==> src/rtl/keyed_mux_key_loader.sv <==
// Serial key loader for key-locked c432 variants.
// Receives a parity-framed serial key and updates D atomically.
module keyed_mux_key_loader #(
  parameter int KEY_W   = 4,
  parameter int TIMEOUT = 15
) (
  input  logic             CK,
  input  logic             RST,
  input  logic             KEY_START,
  input  logic             KEY_BIT,
  input  logic             KEY_BIT_VLD,
  output logic             KEY_RDY,
  output logic [KEY_W-1:0] D,
  output logic             KEY_OK,
  output logic             LOAD_DONE,
  output logic             KEY_ERR,
  output logic             BUSY
);

  localparam int CW = $clog2(KEY_W + 2);
  localparam logic [CW-1:0] LAST = CW'(KEY_W);
  localparam logic [7:0] IDLE_MAX = 8'(TIMEOUT - 1);

  typedef enum logic [1:0] {
    IDLE,
    SHIFT,
    CHECK
  } state_t;

  state_t           state;
  logic [KEY_W-1:0] sr;
  logic [CW-1:0]    cnt;
  logic             par;
  logic [7:0]       idle;
  logic             take;

  // A bit is taken only while shifting; ready is a pure state decode.
  assign KEY_RDY = (state == SHIFT);
  assign take    = KEY_BIT_VLD && KEY_RDY;

  // Frame FSM: shift data bits, check parity, commit key atomically.
  always_ff @(posedge CK) begin
    if (RST) begin
      state     <= IDLE;
      sr        <= '0;
      cnt       <= '0;
      par       <= 1'b0;
      idle      <= '0;
      D         <= '0;
      KEY_OK    <= 1'b0;
      LOAD_DONE <= 1'b0;
      KEY_ERR   <= 1'b0;
      BUSY      <= 1'b0;
    end else begin
      LOAD_DONE <= 1'b0;
      KEY_ERR   <= 1'b0;
      if (KEY_START) begin
        state <= SHIFT;
        BUSY  <= 1'b1;
        sr    <= '0;
        cnt   <= '0;
        par   <= 1'b0;
        idle  <= '0;
      end else begin
        unique case (state)
          IDLE: begin
            BUSY <= 1'b0;
          end
          SHIFT: begin
            if (take) begin
              par  <= par ^ KEY_BIT;
              idle <= '0;
              if (cnt == LAST) begin
                state <= CHECK;
              end else begin
                sr  <= (sr << 1) | KEY_W'(KEY_BIT);
                cnt <= cnt + 1'b1;
              end
            end else if (idle >= IDLE_MAX) begin
              KEY_ERR <= 1'b1;
              state   <= IDLE;
              BUSY    <= 1'b0;
            end else begin
              idle <= idle + 8'd1;
            end
          end
          CHECK: begin
            if (!par) begin
              D         <= sr;
              KEY_OK    <= 1'b1;
              LOAD_DONE <= 1'b1;
            end else begin
              KEY_ERR <= 1'b1;
            end
            state <= IDLE;
            BUSY  <= 1'b0;
          end
          default: begin
            state <= IDLE;
            BUSY  <= 1'b0;
          end
        endcase
      end
    end
  end

endmodule
==> config.mk <==
export PLATFORM = sky130hd
export DESIGN_NAME = keyed_mux_key_loader
export DESIGN_NICKNAME = d
export VERILOG_FILES = /design/src/rtl/keyed_mux_key_loader.sv
export SDC_FILE = /design/constraint.sdc
export NUM_CORES = 1
export LEC_CHECK = 0
export BUFFER_PORTS_ARGS = -buffer_cell sky130_fd_sc_hd__buf_2
export CORE_MARGIN = 8
export CORE_UTILIZATION = 59
export CTS_CLUSTER_DIAMETER = 100
export DETAILED_ROUTE_END_ITERATION = 8
export PLACE_DENSITY = 0.81
export SLEW_MARGIN = 30
export SYNTH_ARGS = -nofsm -noshare
export SYNTH_HDL_FRONTEND = slang
export SYNTH_SLANG_ARGS = --single-unit
==> constraint.sdc <==
create_clock -name CK -period 3.42 [get_ports CK]
set_input_delay 0.342 -clock CK [delete_from_list [all_inputs] [get_ports CK]]
set_output_delay 0.342 -clock CK [all_outputs]
set_load 0.1 [all_outputs]
### Word level (Yosys, flattened, before mapping)

Index checks and enable logic that the tools add are counted.

| operators by class | value |
|---|---|
| add/sub/neg operators | 2 |
| equal/unequal tests | 11 |
| $lt $le $gt $ge | 1 |
| bitwise operators | 7 |
| mux-type cells | 16 |
| reduce and logical (&&, ||, !) cells | 11 |

Operators with widths:

| operator | count |
|---|---|
| 2-to-1 mux 8 bit | 2 |
| AND reduction 3 bit | 4 |
| 2-to-1 mux 1 bit | 9 |
| adder 8 x 1 -> 8 bit, second input constant | 1 |
| greater-or-equal comparator 8 x 4 -> 1 bit, second input constant | 1 |
| 2-to-1 mux 2 bit | 3 |
| != test 3 x 2 -> 1 bit, second input constant | 2 |
| AND reduction 2 bit | 3 |
| inverter 1 bit | 5 |
| != test 2 bit, second input constant | 2 |
| != test 4 x 2 -> 1 bit, second input constant | 1 |
| != test 4 x 3 -> 1 bit, second input constant | 1 |
| bitwise OR 4 x 1 -> 4 bit | 1 |
| case mux 2 bit (2 select lines) | 1 |
| adder 3 x 1 -> 3 bit, second input constant | 1 |
| equality test 3 bit, second input constant | 1 |
| != test 3 x 1 -> 1 bit, second input constant | 1 |
| != test 3 bit, second input constant | 1 |
| OR reduction 3 bit | 1 |
| equality test 2 x 1 -> 1 bit, second input constant | 1 |
| equality test 2 bit, second input constant | 1 |
| logical NOT 2 bit | 1 |
| case mux 1 bit (2 select lines) | 1 |
| OR reduction 2 bit | 1 |
| other kinds (2) | 2 |

| storage, ports and cells | value |
|---|---|
| register bits | 26 |
| bits of input ports | 5 |
| logic and storage cells | 59 |
| output and inout bits | 9 |

### Depth between registers and ports, before layout

Gate-level depths: netlist of the first run.

| logic depth | value |
|---|---|
| word-level depth | 5 |
| mapped depth | 6 |
| depth with buffers taken out | 6 |

### Least setup slack after synthesis of the first run

No wires, ideal clock.

| timing | value |
|---|---|
| path type | reg-to-reg |
| start | register state[1] |
| end | register state[1] |
| setup time | 124 ps |
| data arrival time | 2125 ps |
| buffers on the path | 0 |
| path slack | 1172 ps |
| stages on the path, launching flop included | 7 |
| clock period less this slack | 2248 ps |
| data required time | 3296 ps |
| cells stage by stage | dfxtp_1 inv_1 ha_1 nand2_1 a21oi_2 o21ai_0 o311a_2 |

| on the way | value |
|---|---|
| longest elaborated chain between the ends | 4 |
| elaborated cells between the ends (all ways) | 9 |
| classes of those cells | eq/ne: 3; mux: 2; bitwise: 1; reduce/logical: 3 |

RTL lines:

| element | RTL line | source |
|---|---|---|
| start: declaration | 30 | `state_t state;` |
| start signal: assignment | 44 | `state <= IDLE;` |
| start signal: assignment | 58 | `state <= SHIFT;` |
| start signal: assignment | 74 | `state <= CHECK;` |
| equality test 2 x 1 -> 1 bit (*) | 38 | `assign KEY_RDY = (state == SHIFT);` |
| via KEY_RDY | 12 | `output logic KEY_RDY,` |
| logical AND 1 bit | 39 | `assign take = KEY_BIT_VLD && KEY_RDY;` |
| != test 3 x 2 -> 1 bit (no line) (tied with other cells) | -- |  |
| AND reduction 3 bit (no line) / case mux 2 bit (2 select lines) (equally long branches) | -- |  |

Mark *: on every way through the listed nets, which the timed path passes. The rest lies on a longest branch.
A chain may end at the register's enable or synchronous reset.

### Worst setup path in the final report of the first run

| timing | value |
|---|---|
| start | register state[1] |
| end | output port KEY_RDY |

| on the way | value |
|---|---|
| longest elaborated chain between the ends | 1 |

RTL lines:

| element | RTL line |
|---|---|
| equality test 2 x 1 -> 1 bit | 38 |
| end: declaration | 12 |

Every way passes these cells.

==> results of run 1 <==
-- synth_stat cells --
cell type / number / area, um2
o211a_1: 1 / 10.0
o21a_1: 1 / 7.51
dfxtp_1: 26 / 521
clkbuf_1: 2 / 7.51
and3_2: 1 / 7.51
nor2_1: 11 / 41.3
a21oi_1: 14 / 70.1
nand3b_1: 1 / 7.51
ha_1: 7 / 87.6
xnor2_1: 1 / 8.76
nand3_1: 1 / 5.00
or2_2: 1 / 6.26
nor2b_1: 2 / 12.5
mux2i_1: 4 / 40.0
and3_1: 3 / 18.8
a41o_2: 1 / 11.3
a21oi_2: 1 / 8.76
o211ai_1: 1 / 7.51
o311a_2: 1 / 11.3
nor3b_2: 1 / 12.5
o21ai_0: 5 / 25.0
or3_1: 2 / 12.5
a311oi_1: 1 / 8.76
nor4_4: 1 / 21.3
nand4_1: 1 / 6.26
a22oi_1: 1 / 7.51
a21o_1: 1 / 7.51
nand2_2: 1 / 6.26
nand2_1: 14 / 52.6
inv_1: 9 / 33.8
nand2b_1: 1 / 6.26
a31oi_1: 1 / 6.26
xor2_1: 1 / 8.76
o31ai_1: 1 / 7.51
-- metal layers --
layer | GRT usage | vias to the layer above | part of all wire
met5 | 0 | - | 0
met3 | 0.0239 | 4 | 0.040
li1 | - | 448 | -
met1 | 0.137 | 391 | 0.45
met2 | 0.220 | 17 | 0.50
met4 | 0.0614 | 0 | 0.012
-- registers in the layout (all words and copies together), names as in the netlist --
| name | cells |
|---|---|
| BUSY | 1 |
| D | 4 |
| KEY_ERR | 1 |
| KEY_OK | 1 |
| LOAD_DONE | 1 |
| cnt | 3 |
| idle | 8 |
| par | 1 |
| sr | 4 |
| state | 2 |
-- report_power, final --
part | internal, W | switching [W] | total (W)
Clock | 0.0000412 | 0.0000837 | 0.000125
Combinational | 0.0000134 | 0.0000385 | 0.0000519
Sequential | 0.000307 | 0.00000289 | 0.000310
-- worst min-delay path, delay by kind of cell --
family / cells / cell delay, ns
simple gates: 1 / 0.05
compound gates: 1 / 0.05
buf+inv: 1 / 0.11
-- per-stage QoR --
step,utilization,area (um2)
finish,0.701,1220
global route,0.701,1220
CTS,0.701,1220
detailed placement,0.688,1200
global placement,0.688,1200
floorplan,-,1110
-- worst min path at each step --
stage                 start  slack (ns)  endpoint
floorplan             sr[3]        0.44     sr[3]
global placement     KEY_OK        0.44    KEY_OK
detailed placement   KEY_OK        0.46    KEY_OK
CTS                 KEY_BIT        0.27     sr[0]
global route        KEY_BIT        0.27     sr[0]
finish              KEY_BIT        0.27     sr[0]
-- cells by family after synthesis --
logic type               after synthesis  synth area share
AO/OA/AOI/OAI                         30             0.170
XOR/XNOR                               2            0.0158
adder cells (fa/ha/maj)                7            0.0787
buffers and inverters                 11            0.0371
flip-flops                            26             0.468
multiplexers                           4            0.0360
AND/OR/NAND/NOR                       41             0.195
-- final cells by class --
class / instances / area share
Multi-Input combinational cell: 84 / 0.450
Clock buffer: 3 / 0.0184
Tap cell: 25 / 0.0256
Timing Repair Buffer: 13 / 0.0532
Inverter: 9 / 0.0276
Sequential cell: 26 / 0.425
==> results.txt, run 1 <==
* Outcome: finished, final reports clean
- The total area inside the core boundary comes to 1750 um2.
- Syn_area_per_cell: 9.19 um2
- The largest individual stage delay along the critical path comes from the cell buf_2.
* Fraction of the cycle the final worst path needs: 0.563
* Hold_buf cts: 0
* Actual slew at the worst max-slew pin: 0.491 ns
- The clock reaches the later pin of the worst-skew pair after 0.31 ns.
* Cells on Worst Hold Path: 3
- The most critical setup path has its endpoint at KEY_RDY.
* Register area: 520 um2
- At the end of routability-driven placement, the weighted congestion stood at 0.896.
- Slowest Stage Delay on Critical Path: 0.49 ns
- After routing, the total negative slack on setup checks comes to 0 ns.
- Antenna diode count: 0
- Unrepaired setup endpoints after global routing: no
- Cell variety after synth: 34
- Global-route wire length before repair: 3420 um
- Total power: 0.000486 W
- The critical path crosses 3 cells after its start point.
- Slack of the critical path: 1.49 ns
* DRC marker count from the first detailed-route iteration: 12
- Number of register bits inferred by synthesis: 26
* Setup Fix Bufs, Post-CTS: 0
- Gate Count Post-Synth: 121
* Number of nets with antenna violations after routing: 0
* Critical R2R Launch: state[1]
- Via total after detailed routing: 860
- The area growth from synthesis to layout is 10.0%.
* Number of cells in the finished layout apart from fillers: 160
- Detailed-route wire length per cell: 13.2 um
- The worst-case IR drop observed on VDD is 0.000288 V.
- Together, buffers and inverters on the worst path number 2.
- Pins over their slew limit: 0
- The initial antenna violation count came to 0.
- TritonCTS built the clock tree.
- Number of sinks handled by clock tree synthesis: 26
- Filler cells: 135
* Die W: 59.4 um
- In this run the worst setup path begins at state[1].
- The routed design has 2110 um of wire.
- Leaving out fill and tap cells, the most frequent cell in the layout is dfxtp_1.
- Maximum root-to-sink buffer count: 2
- Once placement completed, the tool counted placed cells totaling 157.
- Dividing total power by cell area gives a power density of 397 nW/um2.
- The worst register-to-register path has a depth of 6.
- CTS placed an instance of clkbuf_4 at the clock tree root.
- The endpoint identified for the worst register-to-register timing path is idle[4].
* Total overflow reported by the global router: 0
- Data required time of the worst path: 3.08 ns
* DIE AREA: 3530 um2
* Most frequent cells in the layout: dfxtp_1 (26), nand2_1 (14), a21oi_1 (14)
- Iteration count of the initial detailed-routing pass: 4
* Worst slew margin: 0.675
- Final #Nets: 149
- Final count of negative-setup-slack endpoints: 0
* Post-route DRC: 0
- After clock tree synthesis, the clock-pin slew on the worst setup and hold paths is 0.13 ns.
* Synthesized cell area: 1110 um2
- I/O pin count: 14
* Combined area of the multi-input logic cells: 551 um2
- Max Cap Viol: 0
- Leakage power of the design: 0.508 nW
* Number of H-tree levels: 1
* Worst path top cell family by delay: buffers and inverters
- Category of the worst setup path launch point: flip-flop
- Along the worst path, the maximum fanout reaches 9.
- Fraction of final layout cells with drive strength greater than 1: 0.178
- Worst hold margin: 0.266 ns
- Crit end category: primary output
* IO Port Bufs: 13
- Between clock sinks in the finished design, the worst skew comes to 0.00174 ns.
- Post-cts sizing count: 0
* Placed wire-length estimate: 1600 um
* Starting density of the core: 0.637
- Share of the yosys chip area belonging to registers: 0.468
- Post-detailed-route via-to-cell ratio: 5.38
* Worst-case setup slack after placement: 1.74 ns
- The hold violation count in the final report is 0.
* Path category of the worst min-delay check: in -> reg
* Critical path type: reg -> out
- The number of global-route vias before repair came to 820.
- Synthesis produced a netlist with a net count of 133.
- Measured along the y axis, the die boundary spans 59.4 um.
- The floorplan has 15 rows.
- Inserted Clock Buffers: 3
- Count of warnings emitted by yosys: 0
* Total global-route track usage: 0.125
* Final worst path period need: 1.93 ns
* Critical path, cell by cell: inv_1 > ha_1 > buf_2
- Entering global routing, the biggest net connects 14 pins.
* Data arrival time of the critical path: 1.58 ns
* Maximum operating frequency: 519 MHz
- Internal reg-to-reg setup slack: 1.69 ns
Power figures use the tool's default switching activity.
==> run 2, diff against run 1 <==
CORE_UTILIZATION = 49   (was 59)
PLACE_DENSITY = 0.72   (was 0.81)
clock period = 1.7 ns   (was 3.42 ns; I/O delays follow)
==> run 2 against run 1 <==
  * Sequential share of layout area shrank 3.0 points
  * Clock power rose to 3.4 times the previous value
  * Via count rose by 3.5%
  * Highest routed layer unchanged
  * Total power increased by 140%
  * Largest power group unchanged
==> results.txt, run 2 (synthesis gave the netlist of run 1 again) <==
- Static timing analysis puts the maximum clock frequency at 606 MHz.
- The routed wire length came to 2320 um (was 2110 um).
- Slack of the critical path: 0.0505 ns (was 1.49 ns)
* Filler cells: 211 (was 135)
* Final standard cell utilization of the core: 0.608 (was 0.701)
- Hold violation total from the final report: 0 (unchanged)
- The static leakage was 0.548 nW (was 0.508 nW).
- Number of nets with antenna violations after routing: 0 (unchanged)
- The worst setup slack after placement was 0.0368 ns (was 1.74 ns).
- The average wire per cell in the routed design came to 13.8 um (was 13.2 um).
- Worst hold margin: 0.0953 ns (was 0.266 ns)
- Iteration count of the initial detailed-routing pass: 4 (unchanged)
- Critical path, cell by cell: inv_1 > ha_1 > o211ai_1 > nand2_2 > or3_4 > a21oi_2 (was inv_1 > ha_1 > buf_2).
- Worst-case clock skew: 0.00775 ns (was 0.00174 ns)
* Most flops, register: idle (unchanged)
- Global-route wire length before repair: 3920 um (was 3420 um)
- Worst slew margin: 0.676 (was 0.675)
- Final #Nets: 153 (was 149)
- Initial antenna violation count: 0 (unchanged)
- The layer carrying the most global-route usage is met2 (unchanged).
- The starting density of the core came to 0.513 (was 0.637).
- The proportion of power drawn by combinational gates came to 0.102 (was 0.107).
- The max-capacitance violation count was 0 (unchanged).
- The clock tree from TritonCTS is done (unchanged).
- The width of the die came to 63.6 um (was 59.4 um).
- The worst path arrival time came to 1.90 ns (was 1.58 ns).
* Placed wire-length estimate: 1710 um (was 1600 um)
- Fraction of final layout cells with drive strength greater than 1: 0.243 (was 0.178)
* Grt met1 use: 0.131 (was 0.137)
- IO Port Bufs: 13 (unchanged)
- I/O pin count: 14 (unchanged)
- The kind of critical path was reg -> reg (was reg -> out).
* Number of sinks handled by clock tree synthesis: 26 (unchanged)
* Outcome: finished, final reports clean (unchanged)
- The cell family contributing the most delay on the critical path is simple AND/OR/NAND/NOR gates (was buffers and inverters).
- The global-route usage over all layers was 0.117 (was 0.125).
* Seq pwr share: 0.536 (was 0.636)
- The master cell of the clock root buffer is clkbuf_4 (unchanged).
- DRC marker count from the first detailed-route iteration: 24 (was 12)
- Total overflow reported by the global router: 0 (unchanged)
- VDD IR max: 0.000518 V (was 0.000288 V)
- Critical-path top delay cell: or3_4 (was buf_2)
- Placed cell area: 1240 um2 (was 1200 um2)
- The routability congestion estimate from global placement is 0.871 (was 0.896).
- Die height: 63.6 um (was 59.4 um)
- The final setup violation count is 0 (unchanged).
- Count of buffer and inverter cells on the critical path: 1 (was 2)
* Clock share of power: 0.361 (was 0.257)
- The maximum level of the CTS H-tree came to 1 (unchanged).
* Worst-path clk slew: 0.15 ns (was 0.13 ns)
- The switching part of the total is 0.234 (was 0.257).
* Post-detailed-route via-to-cell ratio: 5.30 (was 5.38)
* Antenna diode count: 0 (unchanged)
* Switching power: 0.000273 W (was 0.000125 W)
- Crit end category: flip-flop (was primary output)
* Largest fanout on the critical path: 4 (was 9)
- Path category of the worst min-delay check: in -> reg (unchanged)
- Area of the core region: 2170 um2 (was 1750 um2)
- Post-route DRC: 0 (unchanged)
- The most common cell after layout, fill and taps aside was dfxtp_1 (unchanged).
- Pins over their slew limit: 0 (unchanged)
- The worst path needs 1.65 ns of the cycle, external delays included.
- The total die area came to 4050 um2 (was 3530 um2).
- Biggest registers after layout: idle: 8 flops, D: 4 flops, sr: 4 flops (unchanged).
- Grt met3 use: 0.0371 (was 0.0239)
- The largest net degree at the start of global routing is 16 (was 14).
- Of the available clock period, the critical path in the final layout requires 0.970.
- Layout overhead on the synthesized area: 18.7% (was 10.0%)
- Design internal power: 0.000891 W (was 0.000361 W)
* Hold_buf cts: 0 (unchanged)
- The number of buffers on the longest clock path was 2 (unchanged).
- The actual slew at the worst max-slew pin was 0.489 ns (was 0.491 ns).
* Met2 track utilization from global routing: 0.194 (was 0.220)
- Inserted Clock Buffers: 3 (unchanged)
* Most frequent cells in the layout: dfxtp_1 (25), nand2_1 (13), a21oi_1 (13), buf_2 (13), nor2_1 (11) (was dfxtp_1 (26), nand2_1 (14), a21oi_1 (14))
* Insertion delay of the later-clocked pin in the worst-skew pair: 0.32 ns (was 0.31 ns)
- The flip-flop count of the largest register after layout is 8 (unchanged).
* Slowest Stage Delay on Critical Path: 0.39 ns (was 0.49 ns)
- The number of global-route vias before repair was 895 (was 820).
- The power per cell area is 881 nW/um2 (was 397 nW/um2).
- The number of placement rows came to 17 (was 15).
* Final design area excluding fillers: 1320 um2 (was 1220 um2)
- Data required time of the worst path: 1.96 ns (was 3.08 ns)
- The vias after detailed routing is 890 (was 860).
- The kind of start point of the critical path is a flip-flop (unchanged).
## run 2: final cells by class
cell class	count	area, um2	share of cell area
clock buffer	3	22.5	0.0171
clock inverter	1	30.0	0.0227
inverter	9	33.8	0.0256
multi-input combinational	84	582	0.441
sequential	26	522	0.395
tap	28	35.0	0.0265
timing repair buffer	17	95.1	0.0720
## run 2: path summary, 6_finish.rpt
| path | startpoint | end | slack, ns | cells after the start |
|---|---|---|---|---|
| worst min register to register | sr[3] | sr[3] | 0.48 | 2 |
| worst min-delay path | KEY_BIT | sr[0] | 0.1 | 3 |
| worst max-delay path | idle[0] | idle[1] | 0.05 | 6 |
| worst max register to register | idle[0] | idle[1] | 0.05 | 6 |
## run 2: per-layer routing
metal	wire (um)	vias up	part of all wire
li1	-	455	-
met1	1030	412	0.44
met2	1130	19	0.49
met3	129	4	0.056
met4	35	0	0.015
met5	0	-	0
## run 2: timing repair
item	4_1_cts	5_1_grt
resized for setup	0	5
buffers inserted	0	1
setup endpoints to repair	0	3
## run 2: power by group through the flow
stage	Combinational (W)	Sequential [W]	Clock (W)
after floorplan	0.0000691	0.000652	0
after global placement	0.000112	0.000637	0
after detailed placement	0.000114	0.000637	0
after CTS	0.000115	0.000624	0.000434
after global routing	0.000130	0.000625	0.000454
final	0.000119	0.000624	0.000420
## run 2: through the flow
step / total power (W) / cells / setup TNS (ns)
global route: 0.00121 / 168 / -0.0219
global placement: 0.000749 / 163 / 0
detailed placement: 0.000751 / 163 / 0
finish: 0.00116 / 168 / 0
floorplan: 0.000721 / 121 / 0
CTS: 0.00117 / 167 / 0
## run 2: worst reg2reg max path, delay by kind of cell (launching register included)
family | cells | cell delay (ns)
AND/OR/NAND/NOR | 2 | 0.52
AO/OA/AOI/OAI | 2 | 0.47
flip-flops | 1 | 0.37
adder cells (fa/ha/maj) | 1 | 0.19
buffers and inverters | 1 | 0.05
==> run 3, diff against run 2 <==
ABC_AREA = 1   (was not set)
CORE_UTILIZATION = 50   (was 49)
PLACE_DENSITY = 0.73   (was 0.72)
==> run 3 against run 2 <==
  * Highest routed layer unchanged
  * Area after synthesis rose by 5.2%
  * Utilization fell by 2.1 points
  * Setup slack improved by 0.056 ns
==> results.txt, run 3 <==
- Die height: 64.4 um (was 63.6 um)
- The worst-case headroom to the max-slew limit came to 0.675 (was 0.676).
- The post-DP HPWL is 1800 um (was 1710 um).
- Inserted Clock Buffers: 3 (unchanged)
- The flip-flop count of the largest register after layout was 8 (unchanged).
- The master cell of the clock root buffer was clkbuf_4 (unchanged).
* Synthesized cell area: 1170 um2 (was 1110 um2)
* Most frequent cells after synthesis: nor2_1 (27), dfxtp_1 (26), inv_1 (20) (was dfxtp_1 (26), a21oi_1 (14), nand2_1 (14))
- Data required time of the worst path: 1.53 ns (was 1.96 ns)
- The number of enable flip-flop cells after synthesis was 0 (unchanged).
- Clock share of power: 0.246 (was 0.361)
- Largest cells by area after synthesis: dfxtp_1 (44%), nor2_1 (8.7%), ha_1 (7.5%) (was dfxtp_1 (47%), ha_1 (7.9%), a21oi_1 (6.3%)).
* Total negative slack for setup checks: 0 ns (unchanged)
* Slowest Stage Delay on Critical Path: 0.37 ns (was 0.39 ns)
* Die W: 64.4 um (was 63.6 um)
- The internal power of the cells was 0.000744 W (was 0.000891 W).
- Max Cap Viol: 0 (unchanged)
- Antenna diode count: 0 (unchanged)
* Number of H-tree levels: 1 (unchanged)
- Count of buffer and inverter cells on the critical path: 2 (was 1)
- The quantity of I/O buffers inserted on ports is 13 (unchanged).
* Worst-case setup slack after placement: 0.303 ns (was 0.0368 ns)
- Critical path endpoint: KEY_RDY (was idle[1])
- The number of pins exceeding their max-slew limit in the final report is 0 (unchanged).
- The actual slew at the worst max-slew pin was 0.491 ns (was 0.489 ns).
- Cell variety after synth: 22 (was 34)
- The post-synth net total came to 161 (was 133).
- Outcome: finished, final reports clean (unchanged)
* Cell Pwr Density: 802 nW/um2 (was 881 nW/um2)
* Worst-case clock skew: 0.00247 ns (was 0.00775 ns)
* Gate Count Post-Synth: 149 (was 121)
* Most flops, register: idle (unchanged)
- Critical path, cell by cell: inv_1 > ha_2 > clkbuf_4 (was inv_1 > ha_1 > o211ai_1 > nand2_2 > or3_4 > a21oi_2).
- Most common cell in the synthesized netlist: nor2_1 (was dfxtp_1)
- Reg2reg end: state[0] (was idle[1])
* Top FF cell, synth: dfxtp_1 (unchanged)
- Iteration count of the initial detailed-routing pass: 4 (unchanged)
* Proportion of synthesized flip-flops having asynchronous set or reset: 0 (unchanged)
- The startpoint of the lowest-slack register-to-register path is state[1] (was idle[0]).
- The setup slack of the worst register-to-register path came to 0.27 ns (was 0.05 ns).
- Unrepaired setup endpoints after global routing: no
- Critical path type: reg -> out (was reg -> reg)
- The worst path arrival time came to 1.42 ns (was 1.90 ns).
- Path category of the worst min-delay check: in -> reg (unchanged)
* Seq pwr share: 0.604 (was 0.536)
- The endpoint kind of the worst setup timing path was a primary output (was flip-flop).
- The clock latency reported for the late side of the worst-skew pair was 0.31 ns (was 0.32 ns).
- The number of clock sinks seen by CTS is 26 (unchanged).
- Share of power burned in combinational logic: 0.149 (was 0.102)
- Slack of the critical path: 0.107 ns (was 0.0505 ns)
- The final setup violation count came to 0 (unchanged).
- Hold violation total from the final report: 0 (unchanged)
- Total global-route track usage: 0.116 (was 0.117)
* Leakage power of the design: 0.563 nW (was 0.548 nW)
- Maximum number of pins on one net before global-route repair: 14 (was 16)
- Biggest registers after layout: idle: 8 flops, D: 4 flops, sr: 4 flops (unchanged).
- Maximum operating frequency: 628 MHz (was 606 MHz)
* Path depth of the worst reg2reg path: 8 (was 6)
* Layout overhead on the synthesized area: 11.1% (was 18.7%)
* DRC marker count from the first detailed-route iteration: 30 (was 24)
- The final clock period utilization by the worst path is 0.937 (was 0.970).
- The total net switching power came to 0.000298 W (was 0.000273 W).
- Switching Share: 0.286 (was 0.234)
- The total congestion overflow after global routing came to 0 (unchanged).
- Count of warnings emitted by yosys: 0 (unchanged)
- Cell Rows: 17 (unchanged)
- Placed Cells: 190 (was 163)
* Number of global-route vias before repair: 947 (was 895)
- The I/O pin count came to 14 (unchanged).
- The most common cell after layout, fill and taps aside is nor2_1 (was dfxtp_1).
* Number of cells in the finished layout apart from fillers: 193 (was 168)
- The routed wire length was 2290 um (was 2320 um).
* Post-route DRC: 0 (unchanged)
* Worst hold margin: 0.0666 ns (was 0.0953 ns)
* Syn_area_per_cell: 7.85 um2 (was 9.19 um2)
* Fraction of final layout cells with drive strength greater than 1: 0.182 (was 0.243)
* VDD IR max: 0.000446 V (was 0.000518 V)
- Area of the core region: 2210 um2 (was 2170 um2)
* Depth of the critical timing path with buffers and inverters included: 3 (was 6)
- The maximum fanout count along the critical path is 6 (was 4).
- Clock tree from TritonCTS: done (unchanged)
- Number of nets with antenna violations after routing: 0 (unchanged)
- The cell family contributing the most delay on the critical path is buffers and inverters (was simple AND/OR/NAND/NOR gates).
* Hold_buf cts: 0 (unchanged)
- The final-stage net count was 179 (was 153).
* Final weighted congestion of routability-driven global placement: 0.935 (was 0.871)
- The total die area came to 4140 um2 (was 4050 um2).
- Category of the worst setup path launch point: flip-flop (unchanged)
* Worst-path clk slew: 0.13 ns (was 0.15 ns)
* Maximum root-to-sink buffer count: 2 (unchanged)
* Most frequent cells in the layout: nor2_1 (27), dfxtp_1 (26), inv_1 (20) (was dfxtp_1 (25), nand2_1 (13), a21oi_1 (13), buf_2 (13), nor2_1 (11))
* Starting density of the core: 0.529 (was 0.513)
- Share of the yosys chip area belonging to registers: 0.445 (was 0.468)
* Critical-path top delay cell: clkbuf_4 (was or3_4)
* Largest area contributor in the synthesized netlist: dfxtp_1 (unchanged)
- The register bit count reported by yosys is 26 (unchanged).
- The average wire per cell in the routed design came to 11.9 um (was 13.8 um).
* Final worst path period need: 1.59 ns (was 1.65 ns)
- Fraction of synthesized cell area taken by the top area cell type: 0.445 (was 0.468)
- Initial antenna violation count: 0 (unchanged)
- The vias after detailed routing was 969 (was 890).
* Critical path startpoint: state[1] (was idle[0])
- The ratio of routed vias to standard cells is 5.02 (was 5.30).
- Global-route wire length before repair: 3910 um (was 3920 um)
## run 3: cell count changes after synthesis, moves of 3 or more
cell | previous run | this run
o21ai_0 | 5 | 12
mux2i_1 | 4 | 0
inv_1 | 9 | 20
nand2_1 | 14 | 19
nor3_1 | 0 | 3
and3_1 | 3 | 0
nand3_1 | 1 | 6
nor2_1 | 11 | 27
a21oi_1 | 14 | 10
## run 3: cell type report
cell class	instances	area, um2
well taps	28	35.0
inverters	22	83.8
repair buffers	14	75.1
flip-flops and latches	26	520
clock buffers	3	22.5
fillers	213	912
multi-input cells	100	563
## run 3: kinds of logic (layout without fill, tap and decap cells)
family          Yosys count  in the layout  share of synthesized area
flops                    26             26                      0.445
buf+inv                  23             39                     0.0759
xor+xnor                  1              1                    0.00749
compound gates           25             25                      0.116
fa+ha+maj                 7              7                     0.0749
simple gates             67             67                      0.281
## run 3: how the worst min path moves through the flow
stage,start,endpoint,cells past startpoint
after floorplan,RST,state[0],1
after global placement,RST,state[0],2
after detailed placement,RST,state[0],2
after CTS,RST,state[0],2
after global routing,RST,state[0],2
final,RST,state[0],2
## run 3: worst register-to-register path: stages, from the launching register on
cell	delay [ns]
dfxtp_1	0.39
inv_1	0.08
ha_2	0.24
nand3_4	0.14
clkinv_2	0.12
nor2_1	0.17
nand2_1	0.08
nand2_1	0.07
a21oi_2	0.05
## run 3: routing by layer
metal	vias to the layer above	track usage	share of wire
met5	-	0	0
met4	0	0.0790	0.013
met3	2	0.0244	0.064
met2	21	0.195	0.47
met1	437	0.128	0.45
li1	509	-	-
## run 3: metrics by stage
| step | total power (W) | cell area, um2 | utilization |
|---|---|---|---|
| after floorplan | 0.000764 | 1170 | - |
| after global placement | 0.000795 | 1270 | 0.576 |
| after detailed placement | 0.000799 | 1270 | 0.576 |
| after CTS | 0.00106 | 1300 | 0.587 |
| after global routing | 0.00109 | 1300 | 0.588 |
| final | 0.00104 | 1300 | 0.588 |
## run 3: power by group through the flow
stage | Clock [W] | Combinational [W] | Sequential (W)
4_1_cts | 0.000271 | 0.000155 | 0.000630
2_1_floorplan | 0 | 0.0000885 | 0.000676
3_5_place_dp | 0 | 0.000155 | 0.000644
6_report | 0.000257 | 0.000155 | 0.000630
3_3_place_gp | 0 | 0.000152 | 0.000643
5_1_grt | 0.000285 | 0.000170 | 0.000632
## run 3: repair_timing
action	CTS	global route
gates resized for setup	0	1
setup buffers	0	0
setup endpoints to repair	0	1
